[src/rtl/btb_pkg.sv]
// Shared BTB definitions: geometry defaults, sequencer state, update entry, PC slicing.
// Latency: n/a (types, constants and pure functions only).
// Backpressure: n/a.
package btb_pkg;

  localparam int IDX_W      = 10;
  localparam int TAG_W      = 30 - IDX_W;
  localparam int FIFO_DEPTH = 4;
  localparam int STARVE_MAX = 8;

  typedef enum logic [0:0] {
    RUN   = 1'b0,
    FLUSH = 1'b1
  } state_e;

  typedef struct packed {
    logic [IDX_W-1:0] idx;
    logic [TAG_W-1:0] tag;
    logic [31:0]      target;
  } upd_entry_t;

  // Word-aligned PC: index is pc[IDX_W+1:2], tag is pc[31:IDX_W+2].
  function automatic logic [IDX_W-1:0] pc_idx(input logic [31:0] pc);
    return IDX_W'(pc >> 2);
  endfunction

  function automatic logic [TAG_W-1:0] pc_tag(input logic [31:0] pc);
    return TAG_W'(pc >> (IDX_W + 2));
  endfunction

endpackage

[src/rtl/btb_upd_fifo.sv]
// In-order update queue with synchronous clear; pop data is the head, shown combinationally.
// Latency: a pushed entry is visible at the head the cycle after the push.
// Backpressure: push is dropped when full unless a pop happens the same cycle; pop on empty is ignored.
// Ports: clk, rst_n (sync, active-low), clr, push/push_dat, pop/pop_dat, full, empty, count.
module btb_upd_fifo #(
  parameter int WIDTH = 62,
  parameter int DEPTH = 4
) (
  input  logic                     clk,
  input  logic                     rst_n,
  input  logic                     clr,
  input  logic                     push,
  input  logic [WIDTH-1:0]         push_dat,
  input  logic                     pop,
  output logic [WIDTH-1:0]         pop_dat,
  output logic                     full,
  output logic                     empty,
  output logic [$clog2(DEPTH):0]   count
);
  import btb_pkg::*;

  localparam int PTR_W = $clog2(DEPTH);
  localparam int CNT_W = PTR_W + 1;

  logic [WIDTH-1:0] mem_q [DEPTH];
  logic [PTR_W-1:0] wr_ptr_q, wr_ptr_d;
  logic [PTR_W-1:0] rd_ptr_q, rd_ptr_d;
  logic [CNT_W-1:0] count_q, count_d;
  logic             do_push, do_pop;

  assign full    = (count_q == CNT_W'(DEPTH));
  assign empty   = (count_q == '0);
  assign count   = count_q;
  assign pop_dat = mem_q[rd_ptr_q];
  assign do_pop  = pop && !empty;
  assign do_push = push && (!full || do_pop);

  // DEPTH is a power of two, so the pointers wrap naturally.
  always_comb begin
    wr_ptr_d = wr_ptr_q;
    rd_ptr_d = rd_ptr_q;
    count_d  = count_q;
    if (clr) begin
      wr_ptr_d = '0;
      rd_ptr_d = '0;
      count_d  = '0;
    end else begin
      if (do_push) wr_ptr_d = wr_ptr_q + PTR_W'(1);
      if (do_pop)  rd_ptr_d = rd_ptr_q + PTR_W'(1);
      case ({do_push, do_pop})
        2'b10:   count_d = count_q + CNT_W'(1);
        2'b01:   count_d = count_q - CNT_W'(1);
        default: count_d = count_q;
      endcase
    end
  end

  always_ff @(posedge clk) begin
    if (!rst_n) begin
      wr_ptr_q <= '0;
      rd_ptr_q <= '0;
      count_q  <= '0;
    end else begin
      wr_ptr_q <= wr_ptr_d;
      rd_ptr_q <= rd_ptr_d;
      count_q  <= count_d;
    end
  end

  // Storage needs no reset: count gates everything that is read out.
  always_ff @(posedge clk) begin
    if (do_push && !clr) mem_q[wr_ptr_q] <= push_dat;
  end

endmodule

[src/rtl/btb_access_ctrl.sv]
// BTB array sequencer: invalidation sweep, lookup/update port arbitration, tag compare.
// Latency: lookup result one cycle after lk_gnt; queued update written when it wins the port.
// Backpressure: upd_ready low when queue full or not in RUN; lookups simply wait for lk_gnt.
// Ports: clk/rst_n (sync, active-low); IF lookup lk_*/pred_*; EX update upd_*; flush_req/flush_busy;
//        single-port array arr_en/we/idx/w* out, arr_r* in (read data valid the cycle after a read).
module btb_access_ctrl #(
  parameter int  IDX_W      = btb_pkg::IDX_W,
  parameter int  FIFO_DEPTH = btb_pkg::FIFO_DEPTH,
  parameter int  STARVE_MAX = btb_pkg::STARVE_MAX,
  localparam int TAG_W      = 30 - IDX_W
) (
  input  logic             clk,
  input  logic             rst_n,
  input  logic             lk_req,
  input  logic [31:0]      lk_pc,
  output logic             lk_gnt,
  output logic             pred_valid,
  output logic             pred_hit,
  output logic [31:0]      pred_target,
  input  logic             upd_valid,
  input  logic [31:0]      upd_pc,
  input  logic [31:0]      upd_target,
  output logic             upd_ready,
  input  logic             flush_req,
  output logic             flush_busy,
  output logic             arr_en,
  output logic             arr_we,
  output logic [IDX_W-1:0] arr_idx,
  output logic [TAG_W-1:0] arr_wtag,
  output logic [31:0]      arr_wtarget,
  output logic             arr_wvalid,
  input  logic [TAG_W-1:0] arr_rtag,
  input  logic [31:0]      arr_rtarget,
  input  logic             arr_rvalid
);
  import btb_pkg::*;

  localparam int CNT_W = $clog2(FIFO_DEPTH) + 1;
  localparam int STV_W = $clog2(STARVE_MAX + 1);
  localparam int ENT_W = IDX_W + TAG_W + 32;

  typedef struct packed {
    logic [IDX_W-1:0] idx;
    logic [TAG_W-1:0] tag;
    logic [31:0]      target;
  } entry_t;

  state_e           state_q, state_d;
  logic [IDX_W-1:0] sweep_cnt_q, sweep_cnt_d;
  logic [STV_W-1:0] starve_q, starve_d;
  logic             pred_valid_q, pred_valid_d;
  logic [TAG_W-1:0] lk_tag_q, lk_tag_d;

  entry_t           push_ent, head_ent;
  logic             q_push, q_full, q_empty;
  logic [CNT_W-1:0] q_count_unused;

  logic run, starved, do_flush, do_drain, do_grant, hit;

  assign run      = (state_q == RUN);
  assign starved  = (starve_q == STV_W'(STARVE_MAX));

  // Port priority in RUN: flush, full drain, starvation drain, lookup, opportunistic drain.
  assign do_flush = rst_n && run && flush_req;
  assign do_drain = rst_n && run && !flush_req && !q_empty && (q_full || starved || !lk_req);
  assign do_grant = rst_n && run && !flush_req && lk_req && !do_drain;

  assign lk_gnt     = do_grant;
  assign upd_ready  = rst_n && run && !q_full;
  assign q_push     = upd_valid && upd_ready;
  assign flush_busy = (state_q == FLUSH);

  assign push_ent.idx    = IDX_W'(upd_pc >> 2);
  assign push_ent.tag    = TAG_W'(upd_pc >> (IDX_W + 2));
  assign push_ent.target = upd_target;

  btb_upd_fifo #(
    .WIDTH (ENT_W),
    .DEPTH (FIFO_DEPTH)
  ) u_upd_fifo (
    .clk      (clk),
    .rst_n    (rst_n),
    .clr      (do_flush),
    .push     (q_push),
    .push_dat (push_ent),
    .pop      (do_drain),
    .pop_dat  (head_ent),
    .full     (q_full),
    .empty    (q_empty),
    .count    (q_count_unused)
  );

  always_comb begin
    arr_en      = 1'b0;
    arr_we      = 1'b0;
    arr_idx     = '0;
    arr_wtag    = '0;
    arr_wtarget = '0;
    arr_wvalid  = 1'b0;
    if (rst_n && state_q == FLUSH) begin
      arr_en  = 1'b1;
      arr_we  = 1'b1;
      arr_idx = sweep_cnt_q;
    end else if (do_drain) begin
      arr_en      = 1'b1;
      arr_we      = 1'b1;
      arr_idx     = head_ent.idx;
      arr_wtag    = head_ent.tag;
      arr_wtarget = head_ent.target;
      arr_wvalid  = 1'b1;
    end else if (do_grant) begin
      arr_en  = 1'b1;
      arr_idx = IDX_W'(lk_pc >> 2);
    end
  end

  always_comb begin
    state_d      = state_q;
    sweep_cnt_d  = sweep_cnt_q;
    starve_d     = starve_q;
    pred_valid_d = do_grant;
    lk_tag_d     = lk_tag_q;

    if (state_q == FLUSH) begin
      sweep_cnt_d = sweep_cnt_q + IDX_W'(1);
      if (&sweep_cnt_q) state_d = RUN;
    end else if (do_flush) begin
      state_d     = FLUSH;
      sweep_cnt_d = '0;
    end

    if (do_grant) lk_tag_d = TAG_W'(lk_pc >> (IDX_W + 2));

    // Only grants made while updates are waiting count towards starvation.
    if (q_empty || do_drain || do_flush) begin
      starve_d = '0;
    end else if (do_grant && !starved) begin
      starve_d = starve_q + STV_W'(1);
    end
  end

  always_ff @(posedge clk) begin
    if (!rst_n) begin
      state_q      <= FLUSH;
      sweep_cnt_q  <= '0;
      starve_q     <= '0;
      pred_valid_q <= 1'b0;
      lk_tag_q     <= '0;
    end else begin
      state_q      <= state_d;
      sweep_cnt_q  <= sweep_cnt_d;
      starve_q     <= starve_d;
      pred_valid_q <= pred_valid_d;
      lk_tag_q     <= lk_tag_d;
    end
  end

  // Array read data is only meaningful the cycle after a grant.
  assign hit         = pred_valid_q && arr_rvalid && (arr_rtag == lk_tag_q);
  assign pred_valid  = pred_valid_q;
  assign pred_hit    = hit;
  assign pred_target = hit ? arr_rtarget : 32'h0;

endmodule

[config.mk]
export PLATFORM = sky130hd
export DESIGN_NAME = btb_access_ctrl
export DESIGN_NICKNAME = d
export VERILOG_FILES = /design/src/rtl/btb_pkg.sv /design/src/rtl/btb_upd_fifo.sv /design/src/rtl/btb_access_ctrl.sv
export SDC_FILE = /design/constraint.sdc
export NUM_CORES = 1
export LEC_CHECK = 0
export ABC_CLOCK_PERIOD_IN_PS = 7650
export CAP_MARGIN = 10
export CORE_MARGIN = 2
export CORE_UTILIZATION = 32
export CTS_CLUSTER_SIZE = 24
export DETAILED_ROUTE_END_ITERATION = 6
export MAX_ROUTING_LAYER = met4
export PLACE_DENSITY = 0.59
export SLEW_MARGIN = 0
export SYNTH_ARGS = -nofsm -noshare
export SYNTH_HDL_FRONTEND = slang
export SYNTH_SLANG_ARGS = --single-unit
[constraint.sdc]
create_clock -name clk -period 7.65 [get_ports clk]
set_input_delay 1.1475 -clock clk [delete_from_list [all_inputs] [get_ports clk]]
set_output_delay 1.1475 -clock clk [all_outputs]
set_load 0.01 [all_outputs]
==> metrics.log <==
[metrics] number of setup violations in the final report: 0
[metrics] leakage: 5.25 nW
[metrics] number of global-route vias before repair: 7374
[metrics] vias post-DR: 7062
[metrics] category of the most critical setup path: in2out
[metrics] Buffers on Ports: 251
[metrics] maximum clock frequency: 188 MHz
[metrics] endpoint arrival time on the critical path: 4.17 ns
[metrics] met3 Use GR: 5.11%
[metrics] starting density of the core: 32.6%
[metrics] Clock Sinks: 293
[metrics] count of antenna-violating nets left after detailed routing: 0
[metrics] required time of the critical path: 6.50 ns
[metrics] Die Width: 197 um
[metrics] total of warnings raised by yosys: 0
[metrics] outcome: finished clean
[metrics] flop2flop setup slack: 4.63 ns
[metrics] total global routing overflow: 0
[metrics] final layout net count: 1155
[metrics] Longest Clk Path Bufs: 3
[metrics] maximum number of pins on one net before global-route repair: 63
[metrics] detailed-router iteration count before antenna repair: 4
[metrics] Critical Path Most Common Cell: sky130_fd_sc_hd__clkdlybuf4s50_1
[metrics] path category of the worst min-delay check: reg2reg
[metrics] sink of the worst hold path: lk_tag_q[4]$_SDFFE_PN0N_
[metrics] CTS clock-pin slew for the worst setup and hold paths: 0.06 ns
[metrics] global placement routability congestion: 0.809
[metrics] worst reg2reg endpoint: u_upd_fifo.count[2]$_SDFFE_PP0P_
[metrics] Total Neg Setup Slack: 0 ns
[metrics] commonest cells after routing, fill and taps aside: sky130_fd_sc_hd__clkdlybuf4s50_1 (251), sky130_fd_sc_hd__edfxtp_1 (248), sky130_fd_sc_hd__mux4_2 (62)
[metrics] Slew headroom: 29.8%
[metrics] H-Tree Level Count: 2
[metrics] time the final worst path needs with I/O delays and setup: 5.31 ns
[metrics] gate count of the mapped netlist: 736
[metrics] all-layer global routing usage: 14.8%
[metrics] crit-path cells: clkdlybuf4s50_1, nor3b_4, o211ai_4, buf_4, nor2b_1, clkdlybuf4s50_1
[metrics] ys async rst share: 0%
[metrics] slowest stage cell, crit path: sky130_fd_sc_hd__clkdlybuf4s50_1
[metrics] Placed Instance Area: 0.0150 sq mm
[metrics] primary flip-flop cell chosen by synthesis mapping: sky130_fd_sc_hd__edfxtp_1
[metrics] starting DRC count in detailed routing: 284
[metrics] CTS tree: done
[metrics] layout overhead on the synthesized area: 33.5%
[metrics] Avg WL per Cell: 19.1 um
[metrics] post-synth net total: 899
[metrics] Synth Register Bits: 293
[metrics] max-cap check violation count: 0
[metrics] maximum fanout encountered on the critical timing path: 36
[metrics] count of flip-flops with a built-in enable after synthesis: 248
[metrics] Total Die Area: 0.0390 sq mm
[metrics] clock buffers created by TritonCTS: 34
[metrics] Slowest Stage Delay on Critical Path: 0.65 ns
[metrics] I/O pin count: 256
[metrics] final hold violation count: 0
[metrics] share of the yosys chip area belonging to registers: 69.7%
[metrics] Skew-Pair Late Insertion Delay: 0.53 ns
[metrics] Die Ht: 197 um
[metrics] clock tree skew after final layout: 0.0173 ns
[metrics] fraction of layout cells with a size suffix above 1: 12.2%
[metrics] Post-CTS Hold Fix Bufs: 0
[metrics] Resize count post-CTS: 0
[metrics] kind of cell with the highest combined delay on the critical path: buffers and inverters
[metrics] category of the worst setup path capture point: primary output
[metrics] met2 global-route usage: 25.4%
[metrics] Worst setup SP type: input port
[metrics] buffer type at the clock tree root: sky130_fd_sc_hd__clkbuf_16
[metrics] number of slew-limit violations in the final report: 0
[metrics] antenna violations before repair: 2
[metrics] buffers inserted by post-CTS timing repair: 0
[metrics] total core area: 0.0367 sq mm
[metrics] depth of the worst register-to-register path: 9
[metrics] Min-Delay Path Depth: 2
[metrics] post-synth cell types: 47
[metrics] Critical path buffers and inverters: 3
[metrics] maximum VDD drop: 182 uV
[metrics] Core Rows: 70
[metrics] hold path startpoint: lk_tag_q[4]$_SDFFE_PN0N_
[metrics] Slew @ Worst Pin: 1.05 ns
[metrics] number of vias per cell: 4.75
[metrics] Total Routed Length: 28400 um
[metrics] mean area per synthesized cell: 16.3 sq um
[metrics] mapped cell area: 0.0120 sq mm
[metrics] post-DP HPWL: 17900 um
[metrics] GRT met1 Usage: 16.4%
[metrics] most common cell after layout, fill and taps aside: sky130_fd_sc_hd__clkdlybuf4s50_1
[metrics] wire length of the first global-routing pass: 42300 um
[metrics] RSZ-0062 raised after global routing: no
[metrics] Tcrit/Tclk final: 69.5%
[metrics] final instance area: 0.0160 sq mm
[metrics] cell area power density: 208 mW/mm^2
[metrics] post-detailed-route DRC marker count: 0
[metrics] launch instance of the worst register-to-register path: flush_busy$_SDFF_PN1_
[metrics] busiest metal layer after global routing: met2
area by class of cell:
class | instances | area [sq um]
flip-flops and latches | 293 | 8360
clock inverters | 19 | 111
clock buffers | 41 | 898
fillers | 3278 | 20700
repair buffers | 256 | 2550
diodes | 2 | 5.00
inverters | 45 | 169
multi-input cells | 362 | 3320
well taps | 468 | 586
where the power goes:
group          switching (mW)  internal (mW)
Combinational          0.0409         0.0763
Sequential            0.00215           1.73
Clock                   0.628          0.842
worst min-delay path: stages (launching register included):
cell	delay, ns
sky130_fd_sc_hd__dfxtp_1	0.31
sky130_fd_sc_hd__nand2_1	0.05
sky130_fd_sc_hd__a21oi_1	0.05
metrics by stage:
| stage | power, mW | hold WS [ns] | setup slack [ns] | util [%] | cells |
|---|---|---|---|---|---|
| floorplan | 1.78 | 0.437 | 4.18 | - | 736 |
| global placement | 1.88 | 0.443 | 2.26 | 40.8 | 1424 |
| detailed placement | 1.88 | 0.459 | 2.25 | 40.8 | 1424 |
| CTS | 3.37 | 0.467 | 2.23 | 43.6 | 1484 |
| global route | 3.44 | 0.484 | 2.09 | 43.6 | 1486 |
| finish | 3.32 | 0.465 | 2.34 | 43.6 | 1486 |
layer usage:
metal / wire [um] / share of wire [%] / up-vias
met4: 497 / 1.7 / 0
met3: 2570 / 9.0 / 32
met2: 13900 / 49 / 237
li1: - / - / 3299
met5: 0 / 0 / -
met1: 11400 / 40 / 3494
cells in the mapped netlist, types with 2 or more instances:
master	number	share of area (%)
sky130_fd_sc_hd__nor3_1	34	1.4
sky130_fd_sc_hd__and2_1	7	0.37
sky130_fd_sc_hd__dfxtp_1	45	7.5
sky130_fd_sc_hd__and3_1	3	0.16
sky130_fd_sc_hd__buf_4	2	0.13
sky130_fd_sc_hd__mux2i_1	6	0.50
sky130_fd_sc_hd__a221o_1	10	0.84
sky130_fd_sc_hd__nor2b_1	47	2.5
sky130_fd_sc_hd__mux4_2	62	12
sky130_fd_sc_hd__xnor2_1	4	0.29
sky130_fd_sc_hd__mux2_2	2	0.19
sky130_fd_sc_hd__or3_1	3	0.16
sky130_fd_sc_hd__or2b_1	2	0.13
sky130_fd_sc_hd__nor4_1	4	0.21
sky130_fd_sc_hd__nor2_1	19	0.60
sky130_fd_sc_hd__a21oi_1	28	1.2
sky130_fd_sc_hd__nand2_1	49	1.5
sky130_fd_sc_hd__clkbuf_1	23	0.72
sky130_fd_sc_hd__buf_2	11	0.46
sky130_fd_sc_hd__nand3b_1	3	0.19
sky130_fd_sc_hd__xor2_1	21	1.5
sky130_fd_sc_hd__ha_1	8	0.84
sky130_fd_sc_hd__and2b_1	16	1.0
sky130_fd_sc_hd__inv_1	43	1.3
sky130_fd_sc_hd__and4_1	2	0.15
sky130_fd_sc_hd__nand4_1	5	0.26
sky130_fd_sc_hd__edfxtp_1	248	62
sky130_fd_sc_hd__nand3_1	4	0.17
sky130_fd_sc_hd__o21ai_0	7	0.29
cells by family after synthesis:
kind of cell | Yosys count | share of synthesized area [%]
compound gates | 54 | 3.14
buf+inv | 81 | 2.72
simple gates | 204 | 9.28
flops | 293 | 69.7
xor+xnor | 25 | 1.83
fa+ha+maj | 9 | 1.00
mux | 70 | 12.3
state kept, by name, summed over array words and instances, names as in the netlist, named ones only:
register	cells
flush_busy	1
lk_tag_q	20
pred_valid	1
starve_q	4
sweep_cnt_q	10
u_upd_fifo.count	3
u_upd_fifo.mem_q	248
u_upd_fifo.rd_ptr_q	2
u_upd_fifo.wr_ptr_q	2
how the worst max path moves through the flow:
stage,from,end,slack (ns),cells past startpoint
4_1_cts,lk_req,arr_wtarget[0],2.23,6
3_5_place_dp,lk_req,arr_wtarget[0],2.25,6
2_1_floorplan,flush_req,arr_wtag[10],4.18,5
5_1_grt,lk_req,arr_wtarget[0],2.09,6
3_3_place_gp,lk_req,arr_wtarget[0],2.26,6
6_report,rst_n,arr_wtarget[14],2.34,6
Note: power is estimated with default switching activity, not from simulation.
